$ cat src/rtl/riscv_pkg.sv
// riscv_pkg: widths, ALU operation codes and the EX control bundle shared by
// the pipeline stages.
package riscv_pkg;

    localparam int DATA_WIDTH = 32;
    localparam int REG_ADDR_W = 5;
    localparam int ALU_OP_W   = 4;

    typedef enum logic [ALU_OP_W-1:0] {
        OP_AND = 4'b0000,
        OP_OR  = 4'b0001,
        OP_ADD = 4'b0010,
        OP_SUB = 4'b0011,
        OP_XOR = 4'b0100,
        OP_SRA = 4'b0101,
        OP_SLL = 4'b0110,
        OP_SRL = 4'b0111,
        OP_EQ  = 4'b1000,
        OP_SLT = 4'b1001
    } alu_op_t;

    // Control bits carried from decode into EX and beyond.
    typedef struct packed {
        logic    reg_write;
        logic    mem_read;
        logic    mem_write;
        logic    branch;
        logic    alu_src;
        alu_op_t operation;
    } ex_ctrl_t;

endpackage

$ cat src/rtl/id_ex_stage_fwd_mux.sv
// fwd_mux: operand bypass for one source register. The MEM producer is the
// youngest result and wins over WB; x0 is never bypassed.
module fwd_mux #(
    parameter int DATA_WIDTH = 32,
    parameter int REG_ADDR_W = 5
) (
    input  logic [REG_ADDR_W-1:0] src_addr,
    input  logic [DATA_WIDTH-1:0] held_data,
    input  logic                  mem_we,
    input  logic [REG_ADDR_W-1:0] mem_rd,
    input  logic [DATA_WIDTH-1:0] mem_data,
    input  logic                  wb_we,
    input  logic [REG_ADDR_W-1:0] wb_rd,
    input  logic [DATA_WIDTH-1:0] wb_data,
    output logic                  wb_hit,
    output logic [DATA_WIDTH-1:0] data
);

    logic mem_hit;

    assign mem_hit = mem_we && (mem_rd != '0) && (mem_rd == src_addr);
    assign wb_hit  = wb_we  && (wb_rd  != '0) && (wb_rd  == src_addr);

    // Select MEM result, else WB result, else the held register value.
    always_comb begin
        // NOTE: assigning a default first keeps every path driven, so no latch is inferred.
        data = held_data;
        if (mem_hit) begin
            data = mem_data;
        end else if (wb_hit) begin
            data = wb_data;
        end
    end

endmodule

$ cat src/rtl/id_ex_stage.sv
// id_ex_stage: ID/EX pipeline register with valid/ready handshake, EX/MEM and
// MEM/WB operand forwarding, load-use bubble insertion and branch flush.
// Optional build macro ID_EX_STATS_EN adds stall_count and bubble_count ports.
module id_ex_stage #(
    parameter int DATA_WIDTH    = riscv_pkg::DATA_WIDTH,
    parameter int OPCODE_LENGTH = riscv_pkg::ALU_OP_W,
    parameter int REG_ADDR_W    = riscv_pkg::REG_ADDR_W
) (
    input  logic                     clk,
    input  logic                     reset,
    input  logic                     in_valid,
    output logic                     in_ready,
    input  logic [REG_ADDR_W-1:0]    in_rs1_addr,
    input  logic [REG_ADDR_W-1:0]    in_rs2_addr,
    input  logic [REG_ADDR_W-1:0]    in_rd_addr,
    input  logic [DATA_WIDTH-1:0]    in_rs1_data,
    input  logic [DATA_WIDTH-1:0]    in_rs2_data,
    input  logic [DATA_WIDTH-1:0]    in_imm,
    input  logic                     in_uses_rs2,
    input  logic                     in_alu_src,
    input  logic [OPCODE_LENGTH-1:0] in_operation,
    input  logic                     in_reg_write,
    input  logic                     in_mem_read,
    input  logic                     in_mem_write,
    input  logic                     in_branch,
    input  logic                     flush,
    output logic                     out_valid,
    input  logic                     out_ready,
    output logic [DATA_WIDTH-1:0]    SrcA,
    output logic [DATA_WIDTH-1:0]    SrcB,
    output logic [OPCODE_LENGTH-1:0] Operation,
    output logic [DATA_WIDTH-1:0]    store_data,
    output logic [REG_ADDR_W-1:0]    rd_addr,
    output logic                     reg_write,
    output logic                     mem_read,
    output logic                     mem_write,
    output logic                     branch,
    input  logic                     fwd_mem_we,
    input  logic                     fwd_wb_we,
    input  logic [REG_ADDR_W-1:0]    fwd_mem_rd,
    input  logic [REG_ADDR_W-1:0]    fwd_wb_rd,
    input  logic [DATA_WIDTH-1:0]    fwd_mem_data,
    input  logic [DATA_WIDTH-1:0]    fwd_wb_data
`ifdef ID_EX_STATS_EN
    ,
    output logic [31:0]              stall_count,
    output logic [31:0]              bubble_count
`endif
);

    import riscv_pkg::*;

    logic                  valid_q;
    ex_ctrl_t              ctrl_q;
    ex_ctrl_t              in_ctrl;
    logic [REG_ADDR_W-1:0] rs1_q;
    logic [REG_ADDR_W-1:0] rs2_q;
    logic [REG_ADDR_W-1:0] rd_q;
    logic [DATA_WIDTH-1:0] rs1_data_q;
    logic [DATA_WIDTH-1:0] rs2_data_q;
    logic [DATA_WIDTH-1:0] imm_q;
    logic [DATA_WIDTH-1:0] rs1_fwd;
    logic [DATA_WIDTH-1:0] rs2_fwd;
    logic                  rs1_wb_hit;
    logic                  rs2_wb_hit;
    logic                  hazard;
    logic                  accept;

    assign in_ctrl = '{
        reg_write: in_reg_write,
        mem_read:  in_mem_read,
        mem_write: in_mem_write,
        branch:    in_branch,
        alu_src:   in_alu_src,
        operation: alu_op_t'(in_operation[ALU_OP_W-1:0])
    };

    // A held load whose rd feeds the incoming instruction cannot forward yet.
    assign hazard = valid_q && ctrl_q.mem_read && (rd_q != '0) && in_valid &&
                    ((rd_q == in_rs1_addr) || (in_uses_rs2 && (rd_q == in_rs2_addr)));

    // Flush always consumes the incoming instruction so decode never stalls on it.
    assign in_ready = flush || ((!valid_q || out_ready) && !hazard);
    assign accept   = in_valid && in_ready && !flush;

    // Stage register: flush, then load, then drain, else hold with WB refresh.
    always_ff @(posedge clk or negedge reset) begin
        if (!reset) begin
            // NOTE: sequential state uses non-blocking assignments so every register samples pre-edge values.
            valid_q    <= 1'b0;
            ctrl_q     <= '0;
            rs1_q      <= '0;
            rs2_q      <= '0;
            rd_q       <= '0;
            rs1_data_q <= '0;
            rs2_data_q <= '0;
            imm_q      <= '0;
        end else if (flush) begin
            valid_q <= 1'b0;
        end else if (accept) begin
            valid_q    <= 1'b1;
            ctrl_q     <= in_ctrl;
            rs1_q      <= in_rs1_addr;
            rs2_q      <= in_rs2_addr;
            rd_q       <= in_rd_addr;
            rs1_data_q <= in_rs1_data;
            rs2_data_q <= in_rs2_data;
            imm_q      <= in_imm;
        end else begin
            if (out_ready) begin
                valid_q <= 1'b0;
            end
            // Capture write-backs while held so a long stall never loses them.
            if (valid_q && rs1_wb_hit) begin
                rs1_data_q <= fwd_wb_data;
            end
            if (valid_q && rs2_wb_hit) begin
                rs2_data_q <= fwd_wb_data;
            end
        end
    end

    fwd_mux #(
        .DATA_WIDTH(DATA_WIDTH),
        .REG_ADDR_W(REG_ADDR_W)
    ) u_fwd_rs1 (
        .src_addr (rs1_q),
        .held_data(rs1_data_q),
        .mem_we   (fwd_mem_we),
        .mem_rd   (fwd_mem_rd),
        .mem_data (fwd_mem_data),
        .wb_we    (fwd_wb_we),
        .wb_rd    (fwd_wb_rd),
        .wb_data  (fwd_wb_data),
        .wb_hit   (rs1_wb_hit),
        .data     (rs1_fwd)
    );

    fwd_mux #(
        .DATA_WIDTH(DATA_WIDTH),
        .REG_ADDR_W(REG_ADDR_W)
    ) u_fwd_rs2 (
        .src_addr (rs2_q),
        .held_data(rs2_data_q),
        .mem_we   (fwd_mem_we),
        .mem_rd   (fwd_mem_rd),
        .mem_data (fwd_mem_data),
        .wb_we    (fwd_wb_we),
        .wb_rd    (fwd_wb_rd),
        .wb_data  (fwd_wb_data),
        .wb_hit   (rs2_wb_hit),
        .data     (rs2_fwd)
    );

    assign out_valid  = valid_q;
    assign SrcA       = rs1_fwd;
    assign SrcB       = ctrl_q.alu_src ? imm_q : rs2_fwd;
    assign store_data = rs2_fwd;
    assign Operation  = OPCODE_LENGTH'(ctrl_q.operation);
    assign rd_addr    = rd_q;
    assign reg_write  = valid_q && ctrl_q.reg_write;
    assign mem_read   = valid_q && ctrl_q.mem_read;
    assign mem_write  = valid_q && ctrl_q.mem_write;
    assign branch     = valid_q && ctrl_q.branch;

`ifdef ID_EX_STATS_EN
    // Free-running stall and bubble counters, cleared only by reset.
    always_ff @(posedge clk or negedge reset) begin
        if (!reset) begin
            stall_count  <= '0;
            bubble_count <= '0;
        end else begin
            if (in_valid && !in_ready) begin
                stall_count <= stall_count + 32'd1;
            end
            if (hazard && out_ready && !flush) begin
                bubble_count <= bubble_count + 32'd1;
            end
        end
    end
`endif

endmodule

$ cat config.mk
export PLATFORM = sky130hd
export DESIGN_NAME = id_ex_stage
export DESIGN_NICKNAME = d
export VERILOG_FILES = /design/src/rtl/riscv_pkg.sv /design/src/rtl/id_ex_stage_fwd_mux.sv /design/src/rtl/id_ex_stage.sv
export SDC_FILE = /design/constraint.sdc
export NUM_CORES = 1
export LEC_CHECK = 0
export ABC_AREA = 1
export ABC_CLOCK_PERIOD_IN_PS = 5200
export BUFFER_PORTS_ARGS = -buffer_cell sky130_fd_sc_hd__buf_2
export CORE_AREA = 2 2 132 134
export DETAILED_ROUTE_END_ITERATION = 10
export DIE_AREA = 0 0 134 136
export GPL_ROUTABILITY_DRIVEN = 0
export GPL_TIMING_DRIVEN = 1
export PLACE_DENSITY = 0.88
export SLEW_MARGIN = 15
export SYNTH_ARGS = -nofsm -noshare
export SYNTH_HDL_FRONTEND = slang
export SYNTH_SLANG_ARGS = --single-unit
$ cat constraint.sdc
create_clock -name clk -period 5.2 [get_ports clk]
set_clock_uncertainty 0.15 [all_clocks]
set_input_delay 1.04 -clock clk [delete_from_list [all_inputs] [get_ports clk]]
set_output_delay 1.04 -clock clk [all_outputs]
set_load 0.005 [all_outputs]
After elaboration in Yosys (flattened, before gate mapping)
Cells that the tools add are included.
W data, S select, Z words.

word-level totals
  flip-flop bits (word level) = 121
  bits in latches = 0
  memory bits (writable) = 0
  ROM bits = 0
  output and inout port bits = 111
  memories = 0

operators by class
  add/subtract/negate cells = 0
  multiply operators = 0
  div/mod/pow operators = 0
  magnitude comparators = 0
  equality and inequality tests = 6
  shift operators = 0
  muxes and demuxes = 12
  bitwise operators = 1
  reduce and logical (&&, ||, !) cells = 34

operators by type and width
  kind                 number
  $mux W32             9
  $eq A5 B5 Y1         6
  $logic_and A1 B1 Y1  19
  $reduce_bool A5 Y1   3
  $reduce_and A2 Y1    3
  $reduce_bool A2 Y1   2
  $logic_not A1 Y1     3
  $logic_or A1 B1 Y1   3
  $mux W1              3
  $reduce_bool A3 Y1   1
  $not A1 Y1           1

Longest topological paths before layout
Gate-level depths: netlist of run 1.

  depth in word-level cells = 11
  gate-level depth with buffers = 13

By module
A second synthesis of run 1 with hierarchy kept.

second synthesis, totals
  cell total of the unflattened synthesis = 1399
  area total of the unflattened synthesis = 9376.5 sq um

modules (own cells, without submodules)
  module       times used  cells an instance  area each (sq um)  sequential area each (sq um)
  id_ex_stage  1           795                6133.4             3027.9
  fwd_mux      2           302                1621.6             0.0

Least setup slack after synthesis of run 1
No wires, ideal clock.

  kind = in2out
  start = input port fwd_mem_rd[1]
  end = output port store_data[23]
  arrival = 2.147 ns
  slack = 1.863 ns
  stages on the path = 7
  path through = xnor2_1 -> nand2_1 -> nor3_1 -> nand2_1 -> clkbuf_1 -> or2_2 -> and2_1

on the way
  cells in the longest elaborated chain, start to end = 4
  elaborated cells between the ends (all ways) = 5
  those cells by class = eq/ne (1); mux (1); reduce/logical (3)

RTL lines
  what                   RTL line                   source
  from (decl)            id_ex_stage.sv:40          input logic [REG_ADDR_W-1:0] fwd_mem_rd,
  $reduce_bool A5 Y1     id_ex_stage_fwd_mux.sv:21  assign mem_hit = mem_we && (mem_rd != '0) && (mem_rd == src_addr);
  $logic_and A1 B1 Y1    id_ex_stage_fwd_mux.sv:21
  $logic_and A1 B1 Y1 *  id_ex_stage_fwd_mux.sv:21
  $mux W32 *             id_ex_stage_fwd_mux.sv:28  if (mem_hit) begin
  to (decl)              id_ex_stage.sv:32          output logic [DATA_WIDTH-1:0] store_data,

Mark *: on every way between the ends. The rest lies on a longest branch, timed or not.

Worst setup path after layout of run 1
  start = input port fwd_mem_rd[1]
  end = output port SrcB[2]

on the way
  cells in the longest elaborated chain, start to end = 5
  elaborated cells between the ends (all ways) = 6
  those cells by class = eq/ne (1); mux (2); reduce/logical (3)

RTL lines
  what                   RTL line                   source
  $reduce_bool A5 Y1     id_ex_stage_fwd_mux.sv:21
  $logic_and A1 B1 Y1    id_ex_stage_fwd_mux.sv:21
  $logic_and A1 B1 Y1 *  id_ex_stage_fwd_mux.sv:21
  $mux W32 *             id_ex_stage_fwd_mux.sv:28
  $mux W32 *             id_ex_stage.sv:157         assign SrcB = ctrl_q.alu_src ? imm_q : rs2_fwd;
  to (decl)              id_ex_stage.sv:30          output logic [DATA_WIDTH-1:0] SrcB,

Marked as above.

==> reports/results.ini, run 1 <==
[die]
rows=48
die_w_microns=134
coreArea_sq_um=16900
io_pins=313
initial_utilization=0.486
dieArea_sq_um=18200
die_h_microns=136

[logic_synthesis]
synthArstFlopShare=1.00
synth.top_cell.area_share=0.369
yosys_warnings=0
syn_inst=1261
yosys-top-cells-area=dfrtp_1 (37%), nand2_1 (24%), nand3_1 (13%)
yosysUniqueCellTypes=25
synth_seq_cells=121
avgSynthCellArea_sq_um=6.51
synth_top_flop_cell=dfrtp_1
yosysTopAreaCell=dfrtp_1
syn_area_sq_um=8210
synth-edff-count=0
ys_seq_area_frac=0.369
synth_fp_nets=1463

[routing]
via_count=9978
firstDrtPassIters=8
drt_wl_total_microns=30900
drt_iter0_drc=884
via_per_inst=5.69
avgRoutedWirePerCell_microns=17.6
drc_errors=0
antenna_left=0

[cells_and_area]
drive_above_1_share=0.266
synthToLayoutAreaGrowth_pct=27.3
nets=1718

[setup_path]
rr_startpoint=rd_addr[3]
crit_type=input port to output pin
required_ps=4010
worst-path-max-fanout=39
start_kind=input port
startpoint=fwd_mem_rd[1]
end_kind=output pin
arrival_ps=3170

[sta]
fmax_mhz=229
drv_slew=0
hold_viol_final=0
worst_slew_pin_slew_ps=1060
period_minus_slack_ps=4360
fin_crit_sh=0.839
hold_ws_ps=327
grt_setup_unrepaired=no
worst_slack_ps=839
tns_ps=0
relSlewSlack=0.294
setup_viol=0

[clocking]
hold_buffers=0
cts_tree=yes
htreeDepth=4
clk_latency_ps=420
clockRootBuffer=clkbuf_16
post_cts_buffers=0
clk_pin_slew_worst_paths_ps=60
clock_sinks=121
ctsResizeCount=0
clockBufferDepth=2
numCtsBuffers=17

[global_route]
grt-ovfl-total=0
grt_max_degree=104
grt_pass1_wl_microns=48400
track_usage=0.339
grt_pass1_vias=9691
grt_antenna_before_repair=3

[worst_hold_path]
min_path_type=register to register
worstHoldStart=Operation[1]

[placement]
portBuffers=312
hpwl_microns=21100
place_ws_ps=956

[run]
maxCapViolations=0

[power]
cellPowerDensity_nw_per_um2=328
p_leak_nw=6.00
vdd_ir_drop_max_v=0.000238

[outcome]
run_status=finished, final reports clean

## metal layers
layer  GRT usage  share of wire  vias up
li1            -              -     4605
met1       0.393           0.37     4544
met2       0.558           0.47      687
met3      0.0805           0.10      142
met4       0.230          0.056        0
met5           0              0        -
## registers in the layout, summed over array words and instances (netlist names), 4 cells and up
register / count
rs1_q: 5
rd_addr: 5
ctrl_q: 5
rs2_data_q: 32
rs2_q: 5
imm_q: 32
Operation: 4
rs1_data_q: 32
## layout by cell type (no fill, tap or decap), types with 2 or more instances in the layout
master / netlist / routed
clkinv_4: 0 / 2
nand2_2: 0 / 4
buf_2: 36 / 311
nor2_4: 0 / 2
clkinv_2: 0 / 3
o21ai_0: 73 / 73
or2_2: 32 / 32
nand2_1: 520 / 516
inv_1: 56 / 56
diode_2: 0 / 2
xor2_1: 14 / 14
clkbuf_16: 0 / 17
buf_4: 7 / 21
nor2_1: 21 / 21
a21oi_1: 6 / 6
nand3_1: 206 / 206
xnor2_1: 7 / 7
bufinv_16: 0 / 4
dfrtp_1: 121 / 121
nand4_1: 65 / 65
clkinvlp_4: 0 / 3
and2_1: 32 / 32
## synthesized netlist by cell type (2+ instances only)
master,instances
dfrtp_1,121
clkbuf_1,44
nand2_1,520
or2_2,32
o21ai_0,73
a21oi_1,6
nand3_1,206
nand3_2,2
inv_1,56
nor2_1,21
and2_1,32
nand4_1,65
buf_2,36
nor2_2,2
xor2_1,14
buf_4,7
buf_1,10
xnor2_1,7
## kinds of logic (layout without fill, tap and decap cells)
family,count (synthesis),in the layout,synth area share
xor gates and xnor gates,21,21,0.0224
buffers and inverters,154,421,0.0791
other,0,2,0
AOI/OAI and AO/OA,81,81,0.0497
and+or+nand+nor,884,884,0.480
DFF,121,121,0.369
## through the flow
stage / std cells / utilization / total power (W) / area (sq um)
final: 1755 / 0.619 / 0.00342 / 10500
after global routing: 1755 / 0.619 / 0.00360 / 10500
after CTS: 1753 / 0.619 / 0.00342 / 10400
after detailed placement: 1722 / 0.582 / 0.00216 / 9830
after global placement: 1722 / 0.582 / 0.00213 / 9830
after floorplan: 1261 / - / 0.00172 / 8210
## layout make-up
class                      count  area (sq um)
tap                          225           282
clock buffer                  19           443
inverter                      57           214
sequential                   121          3030
fill                        1571          6430
clock inverter                12           175
antenna                        2          5.00
timing repair buffer         333          1730
multi-input combinational    986          4570
## worst max-delay path, cell delays in order
cell and delay (ps):
buf_2 120, xnor2_1 140, nand2_1 80, nor3_1 220, nand2_2 370, buf_4 410
or2_2 330, nand3_1 200, nand2_1 80, buf_2 130
## path summary, 6_finish.rpt
path | to | slack (ps) | cells after the start
max in group asynchronous | rs2_data_q[11] | 3400 | 2
max reg2reg | rs2_data_q[20] | 1870 | 14
min | Operation[1] | 330 | 2
min in group asynchronous | Operation[1] | 530 | 1
max | SrcB[2] | 840 | 10
min reg2reg | Operation[1] | 330 | 2
## power breakdown
group	internal [W]	total, W	switching, W
Combinational	0.000404	0.000988	0.000583
Sequential	0.00109	0.00118	0.0000947
Clock	0.000810	0.00125	0.000443
No activity file was read; power rests on OpenSTA's default activity.
==> run 2, diff against run 1 <==
Settings changed: ABC_CLOCK_PERIOD_IN_PS 5200 to 4300.
Clock period 5.2 ns to 4.3 ns, I/O delays scaled along.
==> run 2 against run 1 <==
  * Setup slack got worse by 280 ps
  * Flip-flop and latch count unchanged
  * Cell area about the same
  * Via count decreased by 0.45%
  * Final cell count about the same
==> reports/results.ini, run 2 (synthesis results as in run 1) <==
[setup_path]
rr_worst_depth=13
rr_startpoint=rd_addr[0]
reg2reg_to=rs2_data_q[10]
arrival_ps=2740
r2r_slack_ps=1340
worst-path-max-fanout=40
crit_type=input port to output pin
end_kind=output pin
start_kind=input port
crit_end=SrcA[1]
startpoint=fwd_wb_rd[4]
required_ps=3290

[power]
p_int_w=0.00266
power_switching_w=0.00137
vdd_ir_drop_max_v=0.000242
pwr-share-comb=0.295
p_leak_nw=6.00
p_clk_frac=0.350
swShare=0.339
p_seq_frac=0.356
cellPowerDensity_nw_per_um2=385

[run]
maxCapViolations=0

[routing]
via_count=9933
firstDrtPassIters=5
antenna_left=0
via_per_inst=5.66
avgRoutedWirePerCell_microns=17.4
drc_errors=0
drt_wl_total_microns=30600
drt_iter0_drc=950

[global_route]
grt_pass1_wl_microns=47100
grt_pass1_vias=9292
grt_antenna_before_repair=0
grt_max_degree=111
track_usage=0.331
grt-ovfl-total=0

[sta]
worst_slew_pin_slew_ps=893
setup_viol=0
period_minus_slack_ps=3750
drv_slew=0
tns_ps=0
fmax_mhz=267
relSlewSlack=0.405
fin_crit_sh=0.871
grt_setup_unrepaired=no
hold_viol_final=0

[cells_and_area]
final_common_cell=nand2_1
drive_above_1_share=0.268
final_cell_mix=nand2_1 (516), buf_2 (311), nand3_1 (206), dfrtp_1 (121), o21ai_0 (73)
synthToLayoutAreaGrowth_pct=27.4
utilization=0.620
antenna-diode-count=0
reg.largest.list=imm_q (32), rs1_data_q (32), rs2_data_q (32)
nets=1720
instances_no_fill=1756

[die]
initial_utilization=0.486
coreArea_sq_um=16900
io_pins=313
rows=48
die_w_microns=134
dieArea_sq_um=18200
die_h_microns=136

[worst_hold_path]
min_path_type=register to register

[clocking]
hold_buffers=0
ctsResizeCount=0
post_cts_buffers=0
clk_latency_ps=420
clockBufferDepth=2
clk_pin_slew_worst_paths_ps=60
cts_tree=yes
numCtsBuffers=17
htreeDepth=4
clockRootBuffer=clkbuf_16
clock_sinks=121

[placement]
hpwl_microns=20900
portBuffers=312
dp_cells=1724

[outcome]
run_status=finished, final reports clean

==> run 2: changes by cell type in the layout (fill, tap and decap cells not counted) <==
cell | previous run | this run
buf_12 | 1 | 4
clkinvlp_4 | 3 | 6
bufinv_16 | 4 | 2
diode_2 | 2 | 0
inv_6 | 0 | 2
buf_4 | 21 | 20
clkbuf_8 | 1 | 0
clkinv_2 | 3 | 2
==> run 2: stage by stage <==
stage,instance area (sq um),total power (W),setup slack [ps],hold slack [ps]
after floorplan,8210,0.00208,1320,299
after global placement,9880,0.00258,640,309
after detailed placement,9880,0.00261,595,312
after CTS,10500,0.00403,580,327
after global routing,10500,0.00425,423,352
final,10500,0.00403,555,326
==> run 2: cell type report <==
cell class | instances | area, sq um
Fill cell | 1509 | 6420
Multi-Input combinational cell | 986 | 4570
Sequential cell | 121 | 3030
Timing Repair Buffer | 335 | 1790
Clock inverter | 14 | 150
Tap cell | 225 | 282
Clock buffer | 18 | 429
Inverter | 57 | 214
==> run 2: how the worst min path moves through the flow <==
| stage | slack (ps) | start | cells after the start | to |
|---|---|---|---|---|
| floorplan | 300 | imm_q[30] | 2 | imm_q[30] |
| global placement | 310 | Operation[1] | 2 | Operation[1] |
| detailed placement | 310 | Operation[3] | 2 | Operation[3] |
| CTS | 330 | Operation[3] | 2 | Operation[3] |
| global route | 350 | imm_q[30] | 2 | imm_q[30] |
| finish | 330 | Operation[3] | 2 | Operation[3] |
==> run 2: layer usage <==
metal	vias up	global-route usage	share of wire
met5	-	0	0
met4	0	0.190	0.049
met3	123	0.0645	0.099
met2	693	0.556	0.47
met1	4510	0.397	0.38
li1	4607	-	-
==> run 2: power by group through the flow <==
stage          sequential, W  combinational (W)  clock (W)
2_1_floorplan        0.00142           0.000666          0
6_report             0.00143            0.00119    0.00141
5_1_grt              0.00145            0.00132    0.00148
3_3_place_gp         0.00144            0.00114          0
3_5_place_dp         0.00144            0.00117          0
4_1_cts              0.00143            0.00118    0.00142
==> run 2: worst max-delay path, stage by stage <==
cell     delay [ps]
buf_2           120
inv_1            40
nand3_1          70
nand2_1         110
nor3_2          270
nand2_2         370
buf_12          320
nand2_1          70
o21ai_0          60
o21ai_0         260
buf_2           180
==> run 3, diff against run 2 <==
--- a/config.mk
+++ b/config.mk
@@ -9,10 +9,11 @@
 export ABC_CLOCK_PERIOD_IN_PS = 4300
 export BUFFER_PORTS_ARGS = -buffer_cell sky130_fd_sc_hd__buf_2
-export CORE_AREA = 2 2 132 134
+export CORE_AREA = 2 2 147 149
 export DETAILED_ROUTE_END_ITERATION = 10
-export DIE_AREA = 0 0 134 136
+export DIE_AREA = 0 0 149 151
 export GPL_ROUTABILITY_DRIVEN = 0
 export GPL_TIMING_DRIVEN = 1
-export PLACE_DENSITY = 0.88
+export PLACE_DENSITY = 0.74
+export REMOVE_ABC_BUFFERS = 1
 export SLEW_MARGIN = 15
 export SYNTH_ARGS = -nofsm -noshare
==> constraint.sdc (replaced) <==
create_clock -name clk -period 4.3 [get_ports clk]
set_clock_uncertainty 0.15 [all_clocks]
set_input_delay 0.86 -clock clk [delete_from_list [all_inputs] [get_ports clk]]
set_output_delay 0.86 -clock clk [all_outputs]
set_load 0.02 [all_outputs]
==> run 3 against run 2 <==
  * Via count shrank 4.6%
  * Clock-buffer cell count rose by 1
  * First-iteration DRC count decreased by 32%
  * Wire length fell by 4.6%
  * Highest routed layer unchanged
  * Non-clock buffer count increased by 1
  * Flip-flop and latch count stayed put
  * Core utilization down 12 points
==> reports/results.ini, run 3 (synthesis results as in run 1) <==
[outcome]
run_status=finished, final reports clean

[sta]
period_minus_slack_ps=3640
hold_viol_final=0
worst_slew_pin_slew_ps=846
relSlewSlack=0.434
grt_setup_unrepaired=no
drv_slew=0
fmax_mhz=274
worst_slack_ps=656
setup_viol=0
fin_crit_sh=0.848

[die]
io_pins=313
die_w_microns=149
dieArea_sq_um=22500
die_h_microns=151
coreArea_sq_um=20800
initial_utilization=0.394
rows=53

[global_route]
grt_antenna_before_repair=1
grt_pass1_wl_microns=45700
track_usage=0.257
grt-ovfl-total=0
grt_max_degree=170
grt_pass1_vias=9130

[routing]
drc_errors=0
drt_iter0_drc=646
avgRoutedWirePerCell_microns=16.2
via_per_inst=5.24
firstDrtPassIters=5
drt_wl_total_microns=29200
via_count=9476
antenna_left=0

[placement]
dp_cells=1775
place_ws_ps=675
hpwl_microns=19900
portBuffers=312

[setup_path]
rr_startpoint=rs2_q[0]
end_kind=output pin
r2r_slack_ps=1510
required_ps=3290
reg2reg_to=rs2_data_q[13]
arrival_ps=2630
worst-path-max-fanout=32
start_kind=input port
rr_worst_depth=9
crit_type=input port to output pin

[clocking]
clk_pin_slew_worst_paths_ps=60
htreeDepth=4
cts_tree=yes
clk_latency_ps=420
ctsResizeCount=0
clock_sinks=121
hold_buffers=0
post_cts_buffers=0
clockRootBuffer=clkbuf_16
numCtsBuffers=17
clockBufferDepth=2

[cells_and_area]
final_cell_mix=nand2_1 (515), buf_2 (311), nand3_1 (205), dfrtp_1 (121), o21ai_0 (73)
register_area_sq_um=3030
reg.largest.list=imm_q (32), rs1_data_q (32), rs2_data_q (32)
drive_above_1_share=0.269
multi_input_area_sq_um=4580
synthToLayoutAreaGrowth_pct=28.0
final_common_cell=nand2_1
nets=1721
nFillCells=2125
utilization=0.505
instances_no_fill=1807

[power]
cellPowerDensity_nw_per_um2=403
p_leak_nw=6.00
vdd_ir_drop_max_v=0.000249

[run]
maxCapViolations=0

[worst_hold_path]
min_path_type=input port to asynchronous set/reset pin

-- run 3: changes by cell type in the layout (fill, tap and decap cells not counted) --
cell | previous run | this run
nand2_2 | 4 | 5
nand3_2 | 1 | 2
nand3_1 | 206 | 205
nand2_1 | 516 | 515
diode_2 | 0 | 1
buf_12 | 4 | 2
inv_6 | 2 | 0
clkbuf_8 | 0 | 1
clkinvlp_4 | 6 | 4
clkinv_2 | 2 | 4
buf_4 | 20 | 23
-- run 3: power by group --
group / internal, W / total [W] / switching [W]
clock: 0.000861 / 0.00139 / 0.000531
sequential: 0.00132 / 0.00143 / 0.000115
combinational: 0.000497 / 0.00141 / 0.000908
-- run 3: worst max-delay path by stage --
stage / start / end / slack (ps) / depth (start not counted)
6_report: fwd_wb_rd[2] / store_data[19] / 660 / 10
5_1_grt: fwd_wb_rd[0] / SrcB[6] / 470 / 10
4_1_cts: fwd_wb_rd[2] / store_data[19] / 670 / 10
3_5_place_dp: fwd_wb_rd[2] / store_data[28] / 680 / 10
3_3_place_gp: fwd_wb_rd[2] / store_data[12] / 700 / 10
2_1_floorplan: in_valid / rs1_data_q[0] / -3090 / 9
-- run 3: stage by stage --
step | hold WS (ps) | total power (W) | setup TNS, ps | cell area, sq um
finish | 314 | 0.00423 | 0 | 10500
global route | 344 | 0.00448 | 0 | 10500
CTS | 331 | 0.00426 | 0 | 10500
detailed placement | 315 | 0.00285 | 0 | 9930
global placement | 309 | 0.00282 | 0 | 9930
floorplan | 299 | 0.00229 | -310970 | 7770
-- run 3: layout make-up --
| class | instances | area share |
|---|---|---|
| Multi-Input combinational cell | 986 | 0.436 |
| Timing Repair Buffer | 336 | 0.168 |
| Tap cell | 275 | 0.0328 |
| Sequential cell | 121 | 0.288 |
| Clock buffer | 19 | 0.0422 |
| Clock inverter | 12 | 0.0121 |
| Antenna cell | 1 | 0.000238 |
| Inverter | 57 | 0.0204 |
-- run 3: routing by layer --
layer	track usage	share of wire	vias up
met5	0	0	-
met4	0.0976	0.018	0
met3	0.0539	0.090	46
met2	0.435	0.49	474
met1	0.324	0.40	4355
li1	-	-	4601
-- run 3: worst max-delay path: stages --
cell     delay [ps]
buf_2           120
nor2_1           50
nand3_1          70
nand2_1         120
nor3_4          210
nand2_2         520
nand2_1         210
nand3_1         130
and2_1          190
buf_2           160
